File: src/rtl/tlc_pkg.sv
// Shared types and helpers for the traffic light controller family.
// Holds lamp codes, the phase enumeration and the direction-index width helper.
package tlc_pkg;

  localparam logic [1:0] LAMP_RED    = 2'b00;
  localparam logic [1:0] LAMP_GREEN  = 2'b01;
  localparam logic [1:0] LAMP_YELLOW = 2'b10;

  typedef enum logic [1:0] {
    PH_ALL_RED = 2'b00,
    PH_GREEN   = 2'b01,
    PH_YELLOW  = 2'b10
  } phase_t;

  // Width of a direction index; never narrower than one bit.
  function automatic int dir_width(input int num_dirs);
    return (num_dirs <= 2) ? 1 : $clog2(num_dirs);
  endfunction

  // Lamp code shown by the active approach in a given phase.
  function automatic logic [1:0] lamp_for_phase(input phase_t ph);
    case (ph)
      PH_GREEN:  return LAMP_GREEN;
      PH_YELLOW: return LAMP_YELLOW;
      default:   return LAMP_RED;
    endcase
  endfunction

endpackage

File: src/rtl/tlc_rr_select.sv
// Combinational round-robin picker: finds the first set request after the
// current index, wrapping, with the current index itself considered last.
// When nothing is requested, found is low and next_idx echoes cur_idx.
module tlc_rr_select
  import tlc_pkg::*;
#(
  parameter int NUM_DIRS = 2,
  parameter int DW       = dir_width(NUM_DIRS)
) (
  input  logic [NUM_DIRS-1:0] pending,
  input  logic [DW-1:0]       cur_idx,
  output logic [DW-1:0]       next_idx,
  output logic                found
);

  logic [DW-1:0] scan_idx;

  // Scan the request vector starting one past the current index.
  always_comb begin
    next_idx = cur_idx;
    found    = 1'b0;
    scan_idx = '0;
    for (int off = 1; off <= NUM_DIRS; off++) begin
      scan_idx = DW'((int'(cur_idx) + off) % NUM_DIRS);
      if (!found && pending[scan_idx]) begin
        found    = 1'b1;
        next_idx = scan_idx;
      end
    end
  end

endmodule

File: src/rtl/traffic_light_controller_n.sv
// Demand-actuated N-approach traffic light controller.
// Each approach in turn runs GREEN -> YELLOW -> ALL_RED; green length adapts
// between GREEN_MIN and GREEN_MAX depending on latched calls from others.
// Optional emergency preemption is compiled in with `define TLC_PREEMPT_EN.
module traffic_light_controller_n
  import tlc_pkg::*;
#(
  parameter int NUM_DIRS      = 2,
  parameter int GREEN_MIN     = 4,
  parameter int GREEN_MAX     = 8,
  parameter int YELLOW_CYCLES = 2,
  parameter int ALLRED_CYCLES = 1,
  parameter int DW            = dir_width(NUM_DIRS)
) (
  input  logic                  clk,
  input  logic                  reset,
  input  logic [NUM_DIRS-1:0]   demand,
`ifdef TLC_PREEMPT_EN
  input  logic                  preempt_req,
  input  logic [DW-1:0]         preempt_dir,
`endif
  output logic [2*NUM_DIRS-1:0] lights,
  output logic [DW-1:0]         active_dir,
  output logic [1:0]            phase,
  output logic [NUM_DIRS-1:0]   pending
);

  localparam int CNT_MAX_GY = (GREEN_MAX > YELLOW_CYCLES) ? GREEN_MAX : YELLOW_CYCLES;
  localparam int CNT_MAX    = (CNT_MAX_GY > ALLRED_CYCLES) ? CNT_MAX_GY : ALLRED_CYCLES;
  localparam int CW         = $clog2(CNT_MAX + 1);

  phase_t                phase_q, phase_d;
  logic [CW-1:0]         cnt_q, cnt_d;
  logic [DW-1:0]         active_dir_q, active_dir_d;
  logic [NUM_DIRS-1:0]   pending_q, pending_d;
  logic [2*NUM_DIRS-1:0] lights_q, lights_d;

  logic [DW-1:0]         rr_next;
  logic                  rr_found;
  logic [DW-1:0]         next_dir;
  logic                  others_pending;
  logic                  end_green;
  logic                  hold_green;
  int                    cycle_k;
`ifdef TLC_PREEMPT_EN
  logic                  preempt_valid;
`endif

  tlc_rr_select #(
    .NUM_DIRS (NUM_DIRS),
    .DW       (DW)
  ) u_rr_select (
    .pending  (pending_q),
    .cur_idx  (active_dir_q),
    .next_idx (rr_next),
    .found    (rr_found)
  );

  // Next-state logic: call latching, phase timing and next-approach choice.
  always_comb begin
    phase_d        = phase_q;
    cnt_d          = cnt_q + CW'(1);
    active_dir_d   = active_dir_q;
    pending_d      = pending_q;
    lights_d       = '0;
    cycle_k        = int'(cnt_q) + 1;
    others_pending = 1'b0;
    end_green      = 1'b0;
    hold_green     = 1'b0;
    next_dir       = rr_next;

    // Latch calls; the approach currently showing green does not call itself.
    for (int i = 0; i < NUM_DIRS; i++) begin
      if (pending_q[i] && (i != int'(active_dir_q))) begin
        others_pending = 1'b1;
      end
      if (demand[i] && !((phase_q == PH_GREEN) && (i == int'(active_dir_q)))) begin
        pending_d[i] = 1'b1;
      end
    end

    // Fall back to plain rotation when nobody is calling.
    if (!rr_found) begin
      if (active_dir_q >= DW'(NUM_DIRS - 1)) begin
        next_dir = '0;
      end else begin
        next_dir = active_dir_q + DW'(1);
      end
    end

    end_green = ((cycle_k >= GREEN_MIN) && others_pending) || (cycle_k >= GREEN_MAX);

`ifdef TLC_PREEMPT_EN
    preempt_valid = preempt_req && (int'(preempt_dir) < NUM_DIRS);
    if (preempt_valid) begin
      next_dir = preempt_dir;
      if (preempt_dir == active_dir_q) begin
        hold_green = 1'b1;
        end_green  = 1'b0;
      end else begin
        end_green  = 1'b1;
      end
    end
`endif

    case (phase_q)
      PH_GREEN: begin
        if (hold_green) begin
          cnt_d = '0;
        end else if (end_green) begin
          phase_d = PH_YELLOW;
          cnt_d   = '0;
        end
      end
      PH_YELLOW: begin
        if (cycle_k >= YELLOW_CYCLES) begin
          phase_d = PH_ALL_RED;
          cnt_d   = '0;
        end
      end
      PH_ALL_RED: begin
        if (cycle_k >= ALLRED_CYCLES) begin
          phase_d             = PH_GREEN;
          cnt_d               = '0;
          active_dir_d        = next_dir;
          pending_d[next_dir] = 1'b0;
        end
      end
      default: begin
        phase_d = PH_ALL_RED;
        cnt_d   = '0;
      end
    endcase

    // Only the approach being served shows anything other than red.
    for (int i = 0; i < NUM_DIRS; i++) begin
      if (i == int'(active_dir_d)) begin
        lights_d[2*i +: 2] = lamp_for_phase(phase_d);
      end else begin
        lights_d[2*i +: 2] = LAMP_RED;
      end
    end
  end

  // State and registered outputs; reset drops straight to all-red.
  always_ff @(posedge clk) begin
    if (reset) begin
      phase_q      <= PH_ALL_RED;
      cnt_q        <= '0;
      active_dir_q <= DW'(NUM_DIRS - 1);
      pending_q    <= '0;
      lights_q     <= '0;
    end else begin
      phase_q      <= phase_d;
      cnt_q        <= cnt_d;
      active_dir_q <= active_dir_d;
      pending_q    <= pending_d;
      lights_q     <= lights_d;
    end
  end

  assign lights     = lights_q;
  assign active_dir = active_dir_q;
  assign phase      = phase_q;
  assign pending    = pending_q;

endmodule
File: config.mk
export PLATFORM = sky130hd
export DESIGN_NAME = traffic_light_controller_n
export DESIGN_NICKNAME = d
export VERILOG_FILES = /design/src/rtl/tlc_pkg.sv /design/src/rtl/tlc_rr_select.sv /design/src/rtl/traffic_light_controller_n.sv
export SDC_FILE = /design/constraint.sdc
export NUM_CORES = 1
export LEC_CHECK = 0
export ABC_AREA = 1
export BUFFER_PORTS_ARGS = -buffer_cell sky130_fd_sc_hd__buf_2
export CORE_UTILIZATION = 30
export DETAILED_ROUTE_END_ITERATION = 8
export GPL_ROUTABILITY_DRIVEN = 1
export SLEW_MARGIN = 0
export SYNTH_ARGS = -nofsm -noshare
export SYNTH_HDL_FRONTEND = slang
export SYNTH_HIERARCHICAL = 1
export SYNTH_SLANG_ARGS = --single-unit
export TNS_END_PERCENT = 10
File: constraint.sdc
create_clock -name clk -period 3.3 [get_ports clk]
set_input_delay 0.165 -clock clk [delete_from_list [all_inputs] [get_ports clk]]
set_output_delay 0.165 -clock clk [all_outputs]
set_load 0.05 [all_outputs]
==> summary.txt, run 1 <==
STA
  – Fmax: 708 MHz
  – Final number of hold-violating endpoints: 0
  – Period minus WS final: between 1 and 1.5 ns
  – Final period util: 0.428
  – Worst Clk Skew: 0.00128 ns
  – Final TNS setup: 0 ns
  – Slew Limit Fails: 0
  – Setup WS post-layout: approximately 1.9 ns
  – Unrepaired setup endpoints after global routing: false
  – # setup viols final: 0

Route
  – ANT nets after route: 0
  – Iter 0 DRT Violations: 6
  – Vias per cell: 4.22
  – Via count: ~540
  – Wire length per cell: roughly 9.2 µm
  – WL final: 1180 µm
  – Residual DRC: 0
  – DR pass1 iterations: 4

Placed design
  – DP Wirelength: between 900 and 1000 µm
  – RePlAce Congestion: about 0.74
  – Post-DP Area: 776 µm²
  – Number of port buffers: 12
  – Pre-CTS WS: approximately 1.9 ns

CTS
  – CTS sink cnt: 13
  – Resized cells post-CTS: 0
  – CTS tree: done
  – Deepest clock path buffer count: 2
  – Cts hold-fix bufs: 0
  – H-tree levels: 1
  – CTS clk-pin slew, worst paths: ~0.080 ns
  – Post-CTS setup buffers: 0
  – Clock Tree Root: clkbuf_4
  – Latest clock arrival within the worst-skew pair: 0.27 ns
  – TritonCTS Buffers: 3

Synth
  – Synthesized net count: between 90 and 100
  – Count of state elements after synthesis: 13
  – Post-synth top cells: 15 x inv_1, 15 x nand2_1, 13 x dfxtp_1, 9 x nor2_1, 5 x nand2_4
  – Mean Syn Cell Area: between 7 and 8 µm²
  – Mapped Cells: 86
  – Synth async-reset ratio: 0
  – Synth Flop Type: dfxtp_1
  – Seq/Total Area, Yosys: 0.382
  – Ys Warns: 6
  – Post-synth EDFFs: 0
  – Area contributors post-synth: dfxtp_1 38%, inv_1 8.3%, nand2_1 8.3%
  – Synth unique cells: 21
  – Post-synth top area cell: dfxtp_1
  – Area of the mapped netlist: about 700 µm²
  – Synth top area share: 0.382

Run status
  – Status: completed

Worst setup path
  – Crit path largest cell delay: between 0.3 and 0.4 ns
  – Worst path top cell family by delay: simple AND/OR/NAND/NOR gates
  – Buf/Inv on CP: 1
  – Cell mode on critical path: nand2_4
  – Largest fanout on the critical path: 4
  – WP data required: 3.47 ns
  – Worst-path cell chain: inv_1 > ha_1 > nor2_4 > nand3_4 > nand2_4 > nand2_4 > nand3_1 > nor2_1
  – Setup Crit Path Kind: flop to flop
  – CP Launch Type: flop
  – Critical Path End Type: flop
  – Worst path slowest cell: dfxtp_1
  – Worst path arrival time: 1.58 ns

Floorplanning
  – Area of the die: ~0.0025 mm²
  – Core area: slightly above 0.002 mm²
  – I/O pin count: 13
  – Overall die width: 49.7 µm
  – # rows: 16
  – Starting Density: 0.334
  – Die Y: roughly 50 µm

GRT
  – Total Routing Usage GR: 0.115
  – First-pass GRT wire length: about 2200 µm
  – Antenna violations before repair: 0
  – Vias in the first global route: 535
  – Grt total ovfl: 0
  – Largest net degree at the start of global routing: 8

Power and ir drop
  – Power per cell area: 537 mW/mm²
  – Worst VDD drop: ~260 µV
  – Leakage: slightly above 0.4 nW

Flow run
  – # Max-Cap Violations: 0

Cells and area
  – Design area: 802 µm²
  – Ant diodes: 0
  – Layout area overhead: 17.6%
  – Fillers: approximately 230
  – Nets: about 110
  – Share of cells above drive strength 1: 0.333

Worst hold path
  – Hold crit path type: input port to flop
cell type report:
type / count / area, µm² / area share
flip-flops and latches: 13 / 260 / 0.324
well taps: 27 / 33.8 / 0.0421
multi-input cells: 57 / 362 / 0.451
repair buffers: 12 / 60.1 / 0.0749
clock buffers: 4 / 26.3 / 0.0328
inverters: 16 / 60.1 / 0.0749
state kept, by name (all words and copies together) (netlist names):
| register | cells |
|---|---|
| pending | 2 |
| active_dir | 1 |
| phase | 2 |
| lights | 4 |
| cnt_q | 4 |
power by group:
part           total (mW)  switching (mW)  internal [mW]
clock              0.0985          0.0516         0.0469
sequential          0.185          0.0122          0.173
combinational       0.147           0.106         0.0412
total               0.430           0.169          0.261
cell families after synthesis:
| group | share of synthesized area |
|---|---|
| simple gates | 0.398 |
| fa+ha+maj | 0.0367 |
| flops | 0.382 |
| buf+inv | 0.0881 |
| compound gates | 0.0899 |
| other cells | 0.00550 |
layout by cell type (no fill, tap or decap):
cell | Yosys | final
dfxtp_1 | 13 | 13
buf_2 | 0 | 12
nand2_2 | 2 | 2
clkbuf_1 | 0 | 1
a21oi_1 | 3 | 3
and2_4 | 1 | 1
nand2_4 | 5 | 5
clkbuf_4 | 0 | 3
nand3_1 | 4 | 4
o211ai_2 | 1 | 1
o21bai_2 | 1 | 1
conb_1 | 1 | 1
nand3_2 | 3 | 3
nor2_4 | 1 | 1
inv_2 | 1 | 1
nand2_1 | 15 | 15
or2_1 | 1 | 1
ha_1 | 2 | 2
o21ai_0 | 3 | 3
o211ai_1 | 1 | 1
nor2_2 | 3 | 3
nand3_4 | 1 | 1
nor2_1 | 9 | 9
inv_1 | 15 | 15
path summary, 6_finish.rpt:
kind | from | endpoint | slack (ns) | cells after the start
min | reset | phase[0] | 0.09 | 2
max reg2reg | cnt_q[0] | lights[3] | 1.89 | 8
max | cnt_q[0] | lights[3] | 1.89 | 8
min reg2reg | phase[1] | cnt_q[0] | 0.58 | 3
metal layers:
metal / part of all wire / routed length [µm] / vias up / track usage
met4: 0.020 / 24 / 0 / 0.0429
met5: 0 / 0 / - / 0
met2: 0.45 / 526 / 10 / 0.178
met1: 0.49 / 584 / 237 / 0.152
met3: 0.038 / 45 / 4 / 0.0278
li1: - / - / 293 / -
per-stage QoR:
| stage | utilization | cells | hold WS (ns) | total power [mW] |
|---|---|---|---|---|
| 2_1_floorplan | - | 86 | 0.237 | 0.308 |
| 3_3_place_gp | 0.380 | 125 | 0.383 | 0.336 |
| 3_5_place_dp | 0.380 | 125 | 0.380 | 0.337 |
| 4_1_cts | 0.393 | 129 | 0.0894 | 0.435 |
| 5_1_grt | 0.393 | 129 | 0.0979 | 0.458 |
| 6_report | 0.393 | 129 | 0.0897 | 0.430 |
Power figures use the tool's default switching activity.
==> inputs of run 2 (changes only) <==
- clock period: 3.3 -> 1.3 ns (I/O delays scaled with it)
==> run 2 against run 1 <==
Net effect: utilization is 3.7 points higher; cell area grew 9.4%; combinational power rose to 2.7 times the previous value; non-clock buffer count up 4; sequential power rose to 2.6 times the previous value; die area did not move; flip-flop and latch count stayed put; clock skew about the same; sequential share of layout area fell by 1.6 points; the run now ends with negative setup slack left; worst setup slack worse by 1.9 ns; final cell count grew 3.1%; power increased to 2.6 times the previous value.
==> summary.txt, run 2 (synthesis results as in run 1) <==
Run status
  – Status: finished with violations
  – Failing checks: negative setup slack

Worst setup path
  – Largest fanout on the critical path: 4 (unchanged)
  – Worst path arrival time: 1.56 ns (-0.02 ns)
  – Crit path largest cell delay: 0.38 ns (about the same)
  – Setup Crit Path Kind: flop to flop
  – Buf/Inv on CP: 1 (unchanged)
  – Cell mode on critical path: nand2_4
  – Critical Path End Type: flop
  – CP Launch Type: flop
  – WP data required: 1.53 ns (-1.94 ns)
  – Worst path slowest cell: dfxtp_4
  – Worst path top cell family by delay: simple AND/OR/NAND/NOR gates
  – Worst-path cell chain: ha_4 > inv_1 > nand2_2 > nand2_2 > nor2_4 > nand3_4 > nand2_4 > nand2_4 > nand2_4 > nand2_4 > nor2_2

CTS
  – Clock Tree Root: clkbuf_4
  – Deepest clock path buffer count: 2 (unchanged)
  – CTS tree: done
  – TritonCTS Buffers: 3 (unchanged)
  – CTS clk-pin slew, worst paths: 0.08 ns (about the same)
  – Latest clock arrival within the worst-skew pair: 0.29 ns (+0.02 ns)
  – CTS sink cnt: 13 (unchanged)
  – H-tree levels: 1 (unchanged)

Route
  – WL final: 1330 µm (+13%)
  – Vias per cell: 4.33 (+2.7%)
  – ANT nets after route: 0 (unchanged)
  – Metal-1 WL: 644 µm (+10%)
  – Wire length per cell: 10.0 µm (+9.3%)
  – Residual DRC: 0 (unchanged)
  – DR pass1 iterations: 4 (unchanged)
  – Max Used Layer: met4
  – Met3 wire len: 67 µm (+49%)
  – WL met2: 590 µm (+12%)
  – Iter 0 DRT Violations: 22 (+16)
  – Via count: 576 (+5.9%)

GRT
  – Largest net degree at the start of global routing: 8 (unchanged)
  – First-pass GRT wire length: 2220 µm (+1.9%)
  – Antenna violations before repair: 0 (unchanged)
  – Vias in the first global route: 482 (-9.9%)
  – Grt total ovfl: 0 (unchanged)
  – Total Routing Usage GR: 0.124 (+0.00957)

Floorplanning
  – I/O pin count: 13 (unchanged)
  – Starting Density: 0.334 (unchanged)
  – Area of the die: 0.00247 mm² (unchanged)
  – Overall die width: 49.7 µm (unchanged)
  – Die Y: 49.7 µm (unchanged)
  – # rows: 16 (unchanged)
  – Core area: 0.00204 mm² (unchanged)

Cells and area
  – Fillers: 216 (-4.4%)
  – Layout area overhead: 28.6%
  – Nets: 113 (+3.7%)
  – Ant diodes: 0 (unchanged)
  – Fin cells: 133 (+3.1%)
  – Commonest cells after routing, fill and taps aside: 14 x nand2_1, 13 x inv_1, 12 x buf_2
  – Design area: 877 µm² (+9.4%)
  – Commonest non-fill, non-tap cell in the layout: nand2_1
  – Share of cells above drive strength 1: 0.462 (+0.129)

Flow run
  – # Max-Cap Violations: 0 (unchanged)

STA
  – Final number of hold-violating endpoints: 0 (unchanged)
  – Period minus WS final: 1.32 ns (-0.0871 ns)
  – # setup viols final: 5 (+5)
  – Hold_ws: 0.126 ns (+0.0363 ns)
  – Setup WS post-layout: -0.0245 ns (-1.91 ns)
  – Unrepaired setup endpoints after global routing: true
  – Worst Clk Skew: 0.00169 ns (+0.000411 ns)
  – Fmax: 755 MHz (+6.6%)
  – Final TNS setup: -0.0947 ns (-0.0947 ns)
  – Final period util: 1.02 (+0.591)
  – Slew Limit Fails: 0 (unchanged)

Worst hold path
  – Hold crit path type: input port to flop

Placed design
  – DP Wirelength: 1010 µm (+6.7%)
  – Number of port buffers: 12 (unchanged)
  – Dpl cells: 127 (+1.6%)
  – Post-DP Area: 823 µm² (+6.1%)
  – RePlAce Congestion: 0.747 (+0.99%)

Power and ir drop
  – Worst VDD drop: 980 µV (+270%)
  – Power per cell area: 1300 mW/mm² (+140%)
  – Leakage: 0.424 nW (+4.9%)
## run 2: path summary, 6_finish.rpt
check	start	to	slack, ns	depth (start not counted)
setup / recovery	cnt_q[0]	lights[0]	-0.02	11
hold / removal	demand[0]	pending[0]	0.13	5
setup reg to reg	cnt_q[0]	lights[0]	-0.02	11
hold reg to reg	phase[0]	cnt_q[0]	0.54	3
## run 2: through the flow
stage | total power, mW | worst slack, ns | util
after floorplan | 0.790 | 0.0114 | -
after global placement | 0.872 | -0.0444 | 0.403
after detailed placement | 0.877 | -0.0439 | 0.403
after CTS | 1.14 | -0.0214 | 0.427
after global routing | 1.21 | -0.128 | 0.430
final | 1.14 | -0.0245 | 0.430
## run 2: metal layers
metal,track usage,up-vias
met2,0.176,16
met5,0,-
met3,0.0309,3
met1,0.163,256
met4,0.0857,0
li1,-,301
## run 2: repair_timing
action	CTS	global route
pin swaps	2	0
setup endpoints to repair	6	10
setup buffers	1	0
hold buffers	1	0
gates resized for setup	4	1
endpoints found under the hold margin	2	0
## run 2: worst min-delay path: stages
cell      delay, ns
buf_2          0.07
o21ai_0        0.07
inv_1          0.06
o211ai_1       0.07
inv_1          0.05
## run 2: where the power goes
group / leakage [nW] / internal (mW) / switching, mW
Clock: 0.0150 / 0.119 / 0.144
Sequential: 0.109 / 0.442 / 0.0293
Combinational: 0.300 / 0.120 / 0.283
Total: 0.424 / 0.682 / 0.456
## run 2: cell type report
type                       count  area [µm²]  area share
tap                           27        33.8      0.0385
sequential                    13         270       0.308
multi-input combinational     57         394       0.449
inverter                      16        60.1      0.0685
clock buffer                   4        26.3      0.0300
timing repair buffer          16        92.6       0.106
==> inputs of run 3 (changes only) <==
- RECOVER_POWER: unset -> 100
==> run 3 against run 2 <==
Net effect: sequential share of layout area up 0.18 points; worst hold slack about the same; clock skew about the same; critical path depth unchanged; via count unchanged; utilization down 0.25 points; maximum frequency down 0.12%; global-route usage unchanged; die area unchanged; the run still ends with negative setup slack left; first-iteration DRC count unchanged.
==> summary.txt, run 3 (synthesis results as in run 1) <==
Placed design
  – RePlAce Congestion: 0.747 (unchanged)
  – Number of port buffers: 12 (unchanged)
  – Dpl cells: 127 (unchanged)
  – DP Wirelength: 1010 µm (unchanged)

STA
  – Hold_ws: 0.126 ns (+0.0000410 ns)
  – Unrepaired setup endpoints after global routing: true
  – Tightest Pin Transition: roughly 0.6 ns
  – # setup viols final: 5 (unchanged)
  – Setup WS post-layout: -0.0261 ns (-0.00161 ns)
  – Slew Limit Fails: 0 (unchanged)
  – Max-slew headroom: 0.602
  – Final period util: 1.02 (+0.00124)
  – Fmax: 754 MHz (-0.12%)
  – Final number of hold-violating endpoints: 0 (unchanged)
  – Period minus WS final: 1.33 ns (+0.00161 ns)
  – Worst Clk Skew: 0.00165 ns (-0.0000349 ns)

Cells and area
  – Fillers: 215 (-0.46%)
  – Fin cells: 133 (unchanged)
  – Share of cells above drive strength 1: 0.425 (-0.0377)
  – Commonest cells after routing, fill and taps aside: 14 x nand2_1, 13 x inv_1, 9 x nor2_1
  – Ant diodes: 0 (unchanged)
  – Nets: 113 (unchanged)
  – Layout area overhead: 27.9%
  – Commonest non-fill, non-tap cell in the layout: nand2_1

Power and ir drop
  – Worst VDD drop: 980 µV (about the same)
  – Power per cell area: 1300 mW/mm² (+0.27%)
  – Leakage: 0.407 nW (-3.9%)

CTS
  – Clock Tree Root: clkbuf_4
  – Latest clock arrival within the worst-skew pair: 0.29 ns (about the same)
  – Deepest clock path buffer count: 2 (unchanged)
  – CTS sink cnt: 13 (unchanged)
  – CTS tree: done
  – TritonCTS Buffers: 3 (unchanged)
  – H-tree levels: 1 (unchanged)
  – CTS clk-pin slew, worst paths: 0.08 ns (about the same)

Worst hold path
  – Hold crit path type: input port to flop
  – Worst hold start: demand[0]

Worst setup path
  – Reg2reg start: cnt_q[0]
  – Worst Setup SP: cnt_q[0]
  – WP data required: 1.53 ns (about the same)
  – Worst path arrival time: 1.56 ns (about the same)
  – Worst path top cell family by delay: simple AND/OR/NAND/NOR gates
  – Crit path largest cell delay: 0.38 ns (about the same)
  – Critical Path End Type: flop
  – Buf/Inv on CP: 1 (unchanged)
  – CP Launch Type: flop
  – Setup Crit Path Kind: flop to flop
  – Worst path slowest cell: dfxtp_4
  – Cell mode on critical path: nand2_4
  – Largest fanout on the critical path: 4 (unchanged)
  – Worst-path cell chain: ha_4 > inv_1 > nand2_2 > nand2_2 > nor2_4 > nand3_4 > nand2_4 > nand2_4 > nand2_4 > nand2_4 > nor2_2

GRT
  – Vias in the first global route: 482 (unchanged)
  – First-pass GRT wire length: 2220 µm (unchanged)
  – Antenna violations before repair: 0 (unchanged)
  – Grt total ovfl: 0 (unchanged)
  – Total Routing Usage GR: 0.124 (unchanged)
  – Largest net degree at the start of global routing: 8 (unchanged)

Route
  – Residual DRC: 0 (unchanged)
  – Vias per cell: 4.33 (unchanged)
  – Iter 0 DRT Violations: 22 (unchanged)
  – DR pass1 iterations: 4 (unchanged)
  – Via count: 576 (unchanged)
  – ANT nets after route: 0 (unchanged)
  – WL final: 1330 µm (+0.23%)
  – Wire length per cell: 10.0 µm (+0.23%)

Flow run
  – # Max-Cap Violations: 0 (unchanged)

Floorplanning
  – Area of the die: 0.00247 mm² (unchanged)
  – Starting Density: 0.334 (unchanged)
  – # rows: 16 (unchanged)
  – Core area: 0.00204 mm² (unchanged)
  – I/O pin count: 13 (unchanged)
  – Die Y: 49.7 µm (unchanged)
  – Overall die width: 49.7 µm (unchanged)

Run status
  – Status: finished with violations
  – Failing checks: negative setup slack
==> run 3: metrics by stage <==
| stage | instance area (µm²) | utilization | total power [mW] | TNS [ns] | worst slack, ns |
|---|---|---|---|---|---|
| 2_1_floorplan | 714 | - | 0.790 | 0 | 0.0114 |
| 3_3_place_gp | 823 | 0.403 | 0.872 | -0.139 | -0.0444 |
| 3_5_place_dp | 823 | 0.403 | 0.877 | -0.227 | -0.0439 |
| 4_1_cts | 872 | 0.427 | 1.14 | -0.0632 | -0.0214 |
| 5_1_grt | 872 | 0.427 | 1.20 | -0.852 | -0.128 |
| 6_report | 872 | 0.427 | 1.13 | -0.0927 | -0.0261 |
==> run 3: layout make-up <==
cell class,instances,area [µm²],area share
Clock buffer,4,26.3,0.0301
Inverter,16,60.1,0.0689
Sequential cell,13,270,0.310
Timing Repair Buffer,16,87.6,0.100
Tap cell,27,33.8,0.0387
Multi-Input combinational cell,57,394,0.452
==> run 3: routing by layer <==
layer | part of all wire | routed length [µm] | GRT usage
met1 | 0.48 | 645 | 0.163
met2 | 0.44 | 593 | 0.176
met3 | 0.049 | 66 | 0.0309
met4 | 0.022 | 29 | 0.0857
met5 | 0 | 0 | 0
==> run 3: what timing repair did <==
item | CTS | global route
setup endpoints to repair | 6 | 10
endpoints found under the hold margin | 2 | 0
resized for setup | 4 | 1
pin swaps | 2 | 0
hold buffers | 1 | 0
buffers inserted | 1 | 0
==> run 3: worst reg2reg max path, stage by stage (launching register included) <==
cell and delay, ns:
dfxtp_4 0.38, ha_4 0.14, inv_1 0.04, nand2_2 0.06, nand2_2 0.09, nor2_4 0.12, nand3_4 0.10, nand2_4 0.08
nand2_4 0.06, nand2_4 0.06, nand2_4 0.06, nor2_2 0.08
==> run 3: report_power, final <==
part | internal, mW | switching, mW | leakage (nW)
combinational | 0.116 | 0.283 | 0.284
clock | 0.119 | 0.144 | 0.0150
sequential | 0.442 | 0.0303 | 0.109
total | 0.677 | 0.457 | 0.407
==> run 3: path summary, 6_finish.rpt <==
path              slack, ns    endpoint  cells after the start
hold reg to reg        0.54    cnt_q[0]                      3
hold / removal         0.13  pending[0]                      5
setup / recovery      -0.03   lights[0]                     11
setup reg to reg      -0.03   lights[0]                     11
